--- src/rtl/program_memory_spi_pkg.sv ---
// Shared constants for the SPI program-memory fetch engine: state encoding,
// default flash parameters and the lengths of each transaction phase.
package program_memory_spi_pkg;

  localparam logic [2:0] ST_IDLE  = 3'd0;
  localparam logic [2:0] ST_CMD   = 3'd1;
  localparam logic [2:0] ST_ADDR  = 3'd2;
  localparam logic [2:0] ST_DUMMY = 3'd3;
  localparam logic [2:0] ST_READ  = 3'd4;
  localparam logic [2:0] ST_WAIT  = 3'd5;

  localparam logic [7:0] READ_CMD_DEF   = 8'h3B;
  localparam int         DUMMY_CLKS_DEF = 8;

  localparam logic [4:0] CMD_BITS   = 5'd8;
  localparam logic [4:0] ADDR_BITS  = 5'd24;
  localparam logic [4:0] READ_PAIRS = 5'd8;

  // A burst continues the open read stream; wrapping past 0xFFFF is a jump.
  function automatic logic is_burst(input logic [15:0] cur, input logic [15:0] nxt);
    return (cur != 16'hFFFF) && (nxt == cur + 16'd1);
  endfunction

endpackage

--- src/rtl/program_memory_spi.sv ---
// Fetches 16-bit instruction words from a SPI flash using Dual Output Fast
// Read, keeping the read open so sequential fetches stream without a new command.
module program_memory_spi
  import program_memory_spi_pkg::*;
#(
  parameter logic [7:0] READ_CMD   = READ_CMD_DEF,
  parameter int         DUMMY_CLKS = DUMMY_CLKS_DEF
) (
  input  logic        clk,
  input  logic        rst,
  input  logic [15:0] address,
  output logic [15:0] instruction,
  output logic        ready,
  output logic        spi_cs,
  output logic        spi_sclk,
  output logic        spi_io0_o,
  output logic        spi_io0_oe,
  input  logic        spi_io0_i,
  output logic        spi_io1_o,
  output logic        spi_io1_oe,
  input  logic        spi_io1_i
);

  localparam logic [4:0] DUMMY_LAST = 5'(DUMMY_CLKS - 1);

  logic [2:0]  state, state_d;
  logic [4:0]  bit_cnt, bit_cnt_d;
  logic        sclk_q, sclk_d;
  logic        cs_q, cs_d;
  logic        io0_q, io0_d;
  logic        oe_q, oe_d;
  logic [15:0] fetch_q, fetch_d;
  logic [15:0] rd_q, rd_d;
  logic [15:0] instr_q, instr_d;

  logic [23:0] byte_addr;
  logic [4:0]  cmd_idx;
  logic [4:0]  addr_idx;

  assign byte_addr = {7'b0, fetch_q, 1'b0};
  // Index of the bit to present after the bit_cnt-th rising edge.
  assign cmd_idx   = (CMD_BITS - 5'd1) - bit_cnt;
  assign addr_idx  = (ADDR_BITS - 5'd1) - bit_cnt;

  always_comb begin
    state_d   = state;
    bit_cnt_d = bit_cnt;
    sclk_d    = sclk_q;
    cs_d      = cs_q;
    io0_d     = io0_q;
    oe_d      = oe_q;
    fetch_d   = fetch_q;
    rd_d      = rd_q;
    instr_d   = instr_q;
    case (state)
      ST_IDLE: begin
        fetch_d   = address;
        cs_d      = 1'b0;
        sclk_d    = 1'b0;
        io0_d     = READ_CMD[7];
        oe_d      = 1'b1;
        bit_cnt_d = 5'd0;
        state_d   = ST_CMD;
      end
      ST_CMD: begin
        if (!sclk_q) begin
          sclk_d    = 1'b1;
          bit_cnt_d = bit_cnt + 5'd1;
        end else begin
          sclk_d = 1'b0;
          if (bit_cnt == CMD_BITS) begin
            state_d   = ST_ADDR;
            bit_cnt_d = 5'd0;
            io0_d     = byte_addr[23];
          end else begin
            io0_d = READ_CMD[cmd_idx[2:0]];
          end
        end
      end
      ST_ADDR: begin
        if (!sclk_q) begin
          sclk_d    = 1'b1;
          bit_cnt_d = bit_cnt + 5'd1;
        end else begin
          sclk_d = 1'b0;
          if (bit_cnt == ADDR_BITS) begin
            state_d   = ST_DUMMY;
            bit_cnt_d = 5'd0;
            io0_d     = 1'b0;
            oe_d      = 1'b0;
          end else begin
            io0_d = byte_addr[addr_idx];
          end
        end
      end
      ST_DUMMY: begin
        if (!sclk_q) begin
          sclk_d = 1'b1;
          if (bit_cnt == DUMMY_LAST) begin
            state_d   = ST_READ;
            bit_cnt_d = 5'd0;
          end else begin
            bit_cnt_d = bit_cnt + 5'd1;
          end
        end else begin
          sclk_d = 1'b0;
        end
      end
      ST_READ: begin
        if (sclk_q) begin
          sclk_d = 1'b0;
        end else begin
          sclk_d = 1'b1;
          rd_d   = {rd_q[13:0], spi_io1_i, spi_io0_i};
          if (bit_cnt == READ_PAIRS - 5'd1) begin
            instr_d   = rd_d;
            bit_cnt_d = 5'd0;
            state_d   = ST_WAIT;
          end else begin
            bit_cnt_d = bit_cnt + 5'd1;
          end
        end
      end
      ST_WAIT: begin
        if (address == fetch_q) begin
          state_d = ST_WAIT;
        end else if (is_burst(fetch_q, address)) begin
          // SCLK is still high, so the next clk is the flash's shift edge.
          fetch_d   = address;
          state_d   = ST_READ;
          bit_cnt_d = 5'd0;
        end else begin
          cs_d    = 1'b1;
          sclk_d  = 1'b0;
          state_d = ST_IDLE;
        end
      end
      default: begin
        cs_d    = 1'b1;
        sclk_d  = 1'b0;
        oe_d    = 1'b0;
        state_d = ST_IDLE;
      end
    endcase
  end

  always_ff @(posedge clk or posedge rst) begin
    if (rst) begin
      state   <= ST_IDLE;
      bit_cnt <= 5'd0;
      sclk_q  <= 1'b0;
      cs_q    <= 1'b1;
      io0_q   <= 1'b0;
      oe_q    <= 1'b0;
      fetch_q <= 16'd0;
      rd_q    <= 16'd0;
      instr_q <= 16'd0;
    end else begin
      state   <= state_d;
      bit_cnt <= bit_cnt_d;
      sclk_q  <= sclk_d;
      cs_q    <= cs_d;
      io0_q   <= io0_d;
      oe_q    <= oe_d;
      fetch_q <= fetch_d;
      rd_q    <= rd_d;
      instr_q <= instr_d;
    end
  end

  assign ready       = (state == ST_WAIT) && (address == fetch_q);
  assign instruction = instr_q;
  assign spi_cs      = cs_q;
  assign spi_sclk    = sclk_q;
  assign spi_io0_o   = io0_q;
  assign spi_io0_oe  = oe_q;
  assign spi_io1_o   = 1'b0;
  assign spi_io1_oe  = 1'b0;

endmodule

--- config.mk ---
export PLATFORM = sky130hd
export DESIGN_NAME = program_memory_spi
export DESIGN_NICKNAME = d
export VERILOG_FILES = /design/src/rtl/program_memory_spi_pkg.sv /design/src/rtl/program_memory_spi.sv
export SDC_FILE = /design/constraint.sdc
export NUM_CORES = 1
export LEC_CHECK = 0
export ABC_AREA = 1
export CORE_MARGIN = 2
export CORE_UTILIZATION = 27
export CTS_CLUSTER_DIAMETER = 200
export DETAILED_ROUTE_END_ITERATION = 8
export GPL_TIMING_DRIVEN = 0
export PLACE_DENSITY = 0.45
export SYNTH_ARGS = -nofsm -noshare
export SYNTH_HDL_FRONTEND = slang
export SYNTH_SLANG_ARGS = --single-unit
--- constraint.sdc ---
create_clock -name clk -period 6.3 [get_ports clk]
set_clock_uncertainty 0.1 [all_clocks]
set_input_delay 0.63 -clock clk [delete_from_list [all_inputs] [get_ports clk]]
set_output_delay 0.63 -clock clk [all_outputs]
set_load 0.01 [all_outputs]
# Word-level counts from Yosys, hierarchy flattened
# Memories as Yosys holds them, arrays and structs flattened.
# Cells that the tools add are included.
# totals
romBits	8
input_bits	20
elab_cells	103
output_inout_bits	23
regBits	58
mem_count	1
# memory_table
memory	words	width	read_ports	rd_clocked_by_memory_dff	wr	line_no	source
(name not given)	8	1	1	0	0	program_memory_spi.sv:76	io0_d = READ_CMD[cmd_idx[2:0]];
# op_classes
n_bitwise	3
muxes	41
reduce_logical	18
magnitude_cmp	2
eq_ne	25
addsub	4
# ops
cell	count
two-way mux 5 bit	8
== test 16 bit	2
two-way mux 16 bit	2
one-hot mux 16 bit (2 select lines)	1
two-way mux 3 bit	10
one-hot mux 5 bit (5 select lines)	1
!= test 2 bit, second input constant	12
one-hot mux 3 bit (6 select lines)	1
adder 16 x 1 -> 16 bit, second input constant	1
!= test 16 bit, second input constant	1
AND reduction 3 bit	5
two-way mux 1 bit	13
one-hot mux 1 bit (3 select lines)	3
AND reduction 8 bit	1
OR reduction 4 bit	2
== test 3 x 2 -> 1 bit, second input constant	2
== test 3 bit, second input constant	2
< comparator 5 x 6 -> 1 bit, second input constant	1
!= test 3 bit, second input constant	2
AND reduction 6 bit	1
adder 5 x 1 -> 5 bit, second input constant	1
binary-select mux 1 bit (select 5 bit)	1
== test 5 x 3 -> 1 bit, second input constant	1
== test 5 x 4 -> 1 bit, second input constant	1
14 further kinds	18

# Longest topological paths before layout
# depth
ltp_word	6
mapped_depth	15
ltp_nobuf	14

# Worst setup path after synthesis
# OpenSTA, ideal clock, no wires.
# synth_timing
path_kind	in2out
start	input address[9]
end	output ready
setup_slack_ps	4199
path_stages	5
required_time_ps	5570
arrival_ps	1371
path_buffers	0
cell_sequence	xnor2_1 -> nand2_1 -> nor3_1 -> nand3_1 -> nor2_1
# synth_between
elab_chain_cells	2
# synth_rtl
element	line_no	source
from (decl)	program_memory_spi.sv:11	input logic [15:0] address,
== test 16 bit	program_memory_spi.sv:171	assign ready = (state == ST_WAIT) && (address == fetch_q);
logical AND 1 bit	program_memory_spi.sv:171	
to (decl)	program_memory_spi.sv:13	output logic ready,
# Every way passes these cells.

# Worst setup path in the final report
# Same ends and word-level chain as after synthesis.

==> qor.yml <==
setup_path:
  r2r_setup_slack_ns: 3.89
  timing.setup.critical_path_class: "in -> out"
  start_kind: "primary input"
  cp_slowest_cell: "clkdlybuf4s50_1"
  worstPathCellList: "clkdlybuf4s50_1 -> xnor2_1 -> nand2_1 -> nor3_1 -> nand3_1 -> nor2_1 -> clkdlybuf4s50_1"
  cp_num_cells: 7
  cp_max_fo: 4
  cpPeakStageDelay_ns: 0.63
  crit_buf_inv: 2
  worstRegToRegCells: 12
  path_common_cell: "clkdlybuf4s50_1"
  critical_path_required_ns: 5.57
  worstPathArrival_ns: 2.83
  end_kind: "output pin"
  crit_family: "buffers and inverters"
route:
  drt-total-wl_um: 9580
  drcViolationCount: 0
  viasPerCell: 4.53
  final_antenna_net_count: 0
  vias: 3273
  drtPass1Iterations: 4
  wire_per_inst_um: 13.2
  drtIter0Drc: 201
die:
  die_x_um: 119
  core_area_mm2: 0.0127
  rows: 41
  initial_core_util: 0.278
  ioPinCount: 43
  dieArea_mm2: 0.0140
  fp.dieH_um: 119
final_layout:
  area_growth_pct: 27.1
  drive_gt1_frac: 0.0980
  final_common_cell: "nand2_1"
  nFillCells: 1408
  mostFrequentLayoutCells: "153 x nand2_1, 64 x inv_1, 57 x dfrtp_1, 44 x o21ai_0, 40 x clkdlybuf4s50_1"
  fin_area_mm2: 0.00450
  num_antenna_cells: 0
  nets: 570
  regArea_mm2: 0.00145
  multiInputGateArea_mm2: 0.00173
synthesis:
  synth_area_mm2: 0.00354
  yosysWarnings: 0
  yosysSeqAreaShare: 0.410
  async_flop_share: 1.00
  synth_ff_type: "dfrtp_1"
  ys_seq_elements: 58
  synth_edf_count: 0
  syn_avg_cell_area_um2: 7.18
  postSynthCellCount: 493
  yosysUniqueCellTypes: 35
clock_network:
  cts_tree: "yes"
  clk_latency_ns: 0.33
  cts_buffers: 9
  hold_buffers: 0
  root_buffer: "clkbuf_16"
  clock_path_buffers: 2
  clock-sinks: 58
  post_cts_resized: 0
  post_cts_buffers: 0
  h-tree-depth: 3
  clk_pin_slew_worst_paths_ns: 0.05
outcome:
  outcome: "finished clean"
sta:
  tns_ns: 0
  clock.fmax_mhz: 281
  slew_viol_final: 0
  tightest_slew_ns: 0.568
  rsz0062_at_grt: "false"
  maxSlewHeadroom: 0.621
  period_minus_slack_ns: 3.56
  hold_viol: 0
  finalSetupViolations: 0
  post-route-period-util: 0.566
grt:
  grt_pass1_vias: 3089
  overflow: 0
  antenna_found_initial: 0
  grt_max_degree: 35
  grt_pass1_wl_um: 15600
  track_usage: 0.141
place:
  dpl_cell_area_mm2: 0.00418
  port_buffers: 40
  gp_congestion: 0.854
  hpwl_um: 7380
power:
  power_mw: 1.94
  leakagePower_nw: 2.06
  power.density_mw_per_mm2: 432
  max-vdd-ir-drop_uv: 170
run:
  max-cap-violations: 0
min_path:
  holdCritPathClass: "reg -> reg"
  min_delay_path_depth: 2
-- cell type report --
cell class	instances	area share
well taps	172	0.0478
inverters	67	0.0559
plain buffers	16	0.0242
repair buffers	41	0.0934
multi-input cells	353	0.385
clock buffers	11	0.0539
clock inverters	5	0.0172
flip-flops and latches	58	0.323
-- registers in the layout, indices dropped and copies added (netlist names) --
signal	cells
bit_cnt	5
fetch_q	16
instruction	16
rd_q	14
spi_cs	1
spi_io0_o	1
spi_io0_oe	1
spi_sclk	1
state	3
-- per-stage QoR --
| stage | std cells | hold slack, ns | utilization | setup WS [ns] |
|---|---|---|---|---|
| detailed placement | 707 | 0.365 | 0.328 | 2.77 |
| floorplan | 494 | 0.353 | - | 4.14 |
| global placement | 706 | 0.356 | 0.327 | 2.77 |
| finish | 723 | 0.368 | 0.354 | 2.74 |
| CTS | 723 | 0.373 | 0.354 | 2.77 |
| global route | 723 | 0.408 | 0.354 | 2.67 |
-- worst min-delay path: stages, from the launching register on --
cell and delay, ns:
dfstp_2 0.36, nand2_1 0.05, nand2_1 0.05
-- cell families after synthesis --
family | count (synthesis) | share of synthesized area
flops | 58 | 0.410
xor+xnor | 14 | 0.0346
mux | 2 | 0.00636
compound gates | 68 | 0.103
fa+ha+maj | 4 | 0.0141
buf+inv | 83 | 0.102
other cells | 1 | 0.00106
simple gates | 263 | 0.329
-- routing by layer --
metal | GRT usage | up-vias | share of wire
li1 | - | 1661 | -
met1 | 0.198 | 1517 | 0.50
met2 | 0.209 | 80 | 0.44
met3 | 0.0188 | 15 | 0.038
met4 | 0.0766 | 0 | 0.025
met5 | 0 | - | 0
-- where the power goes --
group          total (mW)  internal [mW]  switching, mW
Combinational       0.828          0.292          0.536
Sequential          0.587          0.483          0.104
Clock               0.530          0.355          0.175
Total                1.94           1.13          0.814
-- synthesized netlist by cell type, types with 4 or more instances --
| cell type | n | share of area |
|---|---|---|
| o21ai_2 | 4 | 0.0099 |
| nor3_1 | 9 | 0.013 |
| nand3_1 | 39 | 0.055 |
| nor2_1 | 31 | 0.033 |
| xor2_1 | 6 | 0.015 |
| xnor2_1 | 8 | 0.020 |
| a21oi_1 | 9 | 0.013 |
| nand4_1 | 8 | 0.014 |
| dfrtp_1 | 57 | 0.40 |
| nor2_2 | 6 | 0.011 |
| o21ai_0 | 44 | 0.062 |
| inv_1 | 65 | 0.069 |
| o21ai_1 | 8 | 0.011 |
| clkbuf_1 | 8 | 0.0085 |
| nand2_2 | 8 | 0.014 |
| nand2_1 | 153 | 0.16 |
| ha_1 | 4 | 0.014 |
-- worst paths after layout --
| kind | to | startpoint |
|---|---|---|
| min in group asynchronous | instruction[10]$_DFFE_PP0P_ | rst |
| worst min register to register | spi_cs$_DFFE_PP1P_ | spi_cs$_DFFE_PP1P_ |
| worst max-delay path | ready | address[9] |
| worst max register to register | bit_cnt[4]$_DFFE_PP0P_ | bit_cnt[1]$_DFFE_PP0P_ |
| worst min-delay path | spi_cs$_DFFE_PP1P_ | spi_cs$_DFFE_PP1P_ |
| max in group asynchronous | spi_cs$_DFFE_PP1P_ | rst |
Power figures use the tool's default switching activity.
==> edit, RTL diff (same flow settings) <==
Take the reset off `instr_q` and load it in a clocked block of its own.
--- a/src/rtl/program_memory_spi.sv
+++ b/src/rtl/program_memory_spi.sv
@@ -154,7 +154,6 @@
       oe_q    <= 1'b0;
       fetch_q <= 16'd0;
       rd_q    <= 16'd0;
-      instr_q <= 16'd0;
     end else begin
       state   <= state_d;
       bit_cnt <= bit_cnt_d;
@@ -164,8 +163,11 @@
       oe_q    <= oe_d;
       fetch_q <= fetch_d;
       rd_q    <= rd_d;
-      instr_q <= instr_d;
     end
+  end
+
+  always_ff @(posedge clk) begin
+    instr_q <= instr_d;
   end
 
   assign ready       = (state == ST_WAIT) && (address == fetch_q);
Function: same outputs for any inputs over 10 cycles, from zero or initial values and one cycle with rst high; that may be too few to reach the edited logic, so the function may still have changed.
==> edit against the unedited design <==
Maximum frequency grew 1.5%. First-iteration DRC count shrank 31%. Hold slack lost 26 ps. Area after synthesis shrank 2.7%. Final area shrank 1.8%. Combinational power is essentially flat. Worst setup slack gained 52 ps. Critical path depth is the same. Count of clock-buffer cells in the layout shrank 1. Wire length shrank 5.7%. Non-clock buffer count shrank 5. Sequential cell count is the same. Sequential power grew 12%. Power grew 4.9%. Largest cell class unchanged.
==> edit: results (changes against the unedited design) <==
| Metric | Value |
|---|---|
| Sequential fraction of the synthesis area | `44.5% (+3.5 points)` |
| Port-buffer cells | `40 (unchanged)` |
| Biggest cell delay along the critical path | `630 ps (about the same)` |
| Share of synthesized registers carrying an async set or reset | `72.4% (-28 points)` |
| Cell area reported after detailed placement | `4080 µm² (-2.3%)` |
| Antenna violations before repair | `0 (unchanged)` |
| Launch point of the worst reg-to-reg path | `state[0]` |
| Maximum number of pins on one net before global-route repair | `25 (-29%)` |
| Distinct cell type count of the synthesized netlist | `38 (+8.6%)` |
| Layout cell share with drive strength beyond 1 | `9.82% (+0.019 points)` |
| DRC violation total after the first TritonRoute iteration | `139 (-31%)` |
| Detailed-placement wirelength estimate | `7.20 mm (-2.5%)` |
| Maximum VDD drop | `0.193 mV (+14%)` |
| Result of the run | `finished, final reports clean` |
| Number of synthesized flops with an enable pin | `16 (+16)` |
| Highest fanout seen on the critical path | `3 (-1)` |
| Commonest cells in the netlist | `127 x nand2_1, 59 x inv_1, 41 x dfrtp_1, 36 x nor2_1, 34 x nand3_1` |
| Hold Startpoint | `rd_q[12]` |
| CTS H-tree lvls | `3 (unchanged)` |
| Class of the tightest hold or removal check | `register to register` |
| Count of buffers added by post-CTS timing repair for setup | `0 (unchanged)` |
| Maximum count of clock buffers along a single path | `2 (unchanged)` |
| Max_slew headroom | `20.2% (-42 points)` |
| Total number of vias | `3033 (-7.3%)` |
| Total Routing Usage GR | `14.9% (+0.81 points)` |
| Worst setup startpoint | `address[11]` |
| Post-Place Worst Slack | `2760 ps (-10.5 ps)` |
| Number of nets in the final layout | `518 (-9.1%)` |
| Clk root buf | `clkbuf_16` |
| Antenna fix cells | `0 (unchanged)` |
| Clock slew seen by the registers of the worst setup and hold paths | `50 ps (about the same)` |
| Worst path arrival time | `2780 ps (-50 ps)` |
| TritonCTS buffer count | `9 (unchanged)` |
| Wire length of the first global-routing pass | `15.1 mm (-3.2%)` |
| Top post-synthesis cells by area | `dfrtp_1 30%, edfxtp_1 14%, nand2_1 14%` |
| Last weighted congestion value of the routability-driven placer | `0.914 (+7.0%)` |
| Reported leakage power | `1.96 nW (-4.8%)` |
| Final WL | `9.03 mm (-5.7%)` |
| Share of the synthesized area in the top cell type | `29.8% (-11 points)` |
| Startpoint type of the worst setup path | `primary input` |
-- edit: cells by family after synthesis --
group,Yosys count,synth area share (%)
other,1,0.109
buffers and inverters,70,8.87
adder cells (fa/ha/maj),4,1.45
flip-flops,58,44.5
AO/OA/AOI/OAI,56,9.30
AND/OR/NAND/NOR,235,31.3
XOR/XNOR,15,3.82
multiplexers,2,0.654
-- edit: worst paths after layout --
kind | endpoint | slack, ps | cells after the start
max | ready | 2790 | 7
min in group asynchronous | bit_cnt[2] | 530 | 2
min | instruction[14] | 340 | 0
max in group asynchronous | spi_cs | 5000 | 3
max reg2reg | instruction[0] | 3570 | 6
min reg2reg | instruction[14] | 340 | 0
-- edit: metrics by stage --
| stage | instances | hold slack, ps | utilization, % |
|---|---|---|---|
| floorplan | 442 | 319 | - |
| global route | 671 | 354 | 35.3 |
| finish | 671 | 342 | 35.3 |
| global placement | 654 | 333 | 32.5 |
| detailed placement | 655 | 332 | 32.6 |
| CTS | 671 | 345 | 35.3 |
-- edit: cell type report --
type,count,area [µm²]
inverter,59,221
fill,1392,8100
clock inverter,6,106
sequential,58,1530
clock buffer,10,229
buffer,11,83.8
multi-input combinational,314,1610
timing repair buffer,41,420
tap,172,215
-- edit: routing by layer --
layer  track usage, %  up-vias  part of all wire [%]
met4             7.06        0                   2.4
met2             25.5       59                    50
met3             3.14       15                   4.2
li1                 -     1532                     -
met5                0        -                     0
met1             17.9     1427                    44
-- edit: worst max-delay path, delay by kind of cell --
family / cells / cell delay (ps)
and+or+nand+nor: 3 / 630
xor gates and xnor gates: 1 / 330
buffers and inverters: 3 / 1190
-- edit: where the power goes --
| part | switching (mW) | total, mW | internal [mW] |
|---|---|---|---|
| Combinational | 0.526 | 0.828 | 0.303 |
| Sequential | 0.131 | 0.655 | 0.524 |
| Clock | 0.172 | 0.556 | 0.383 |
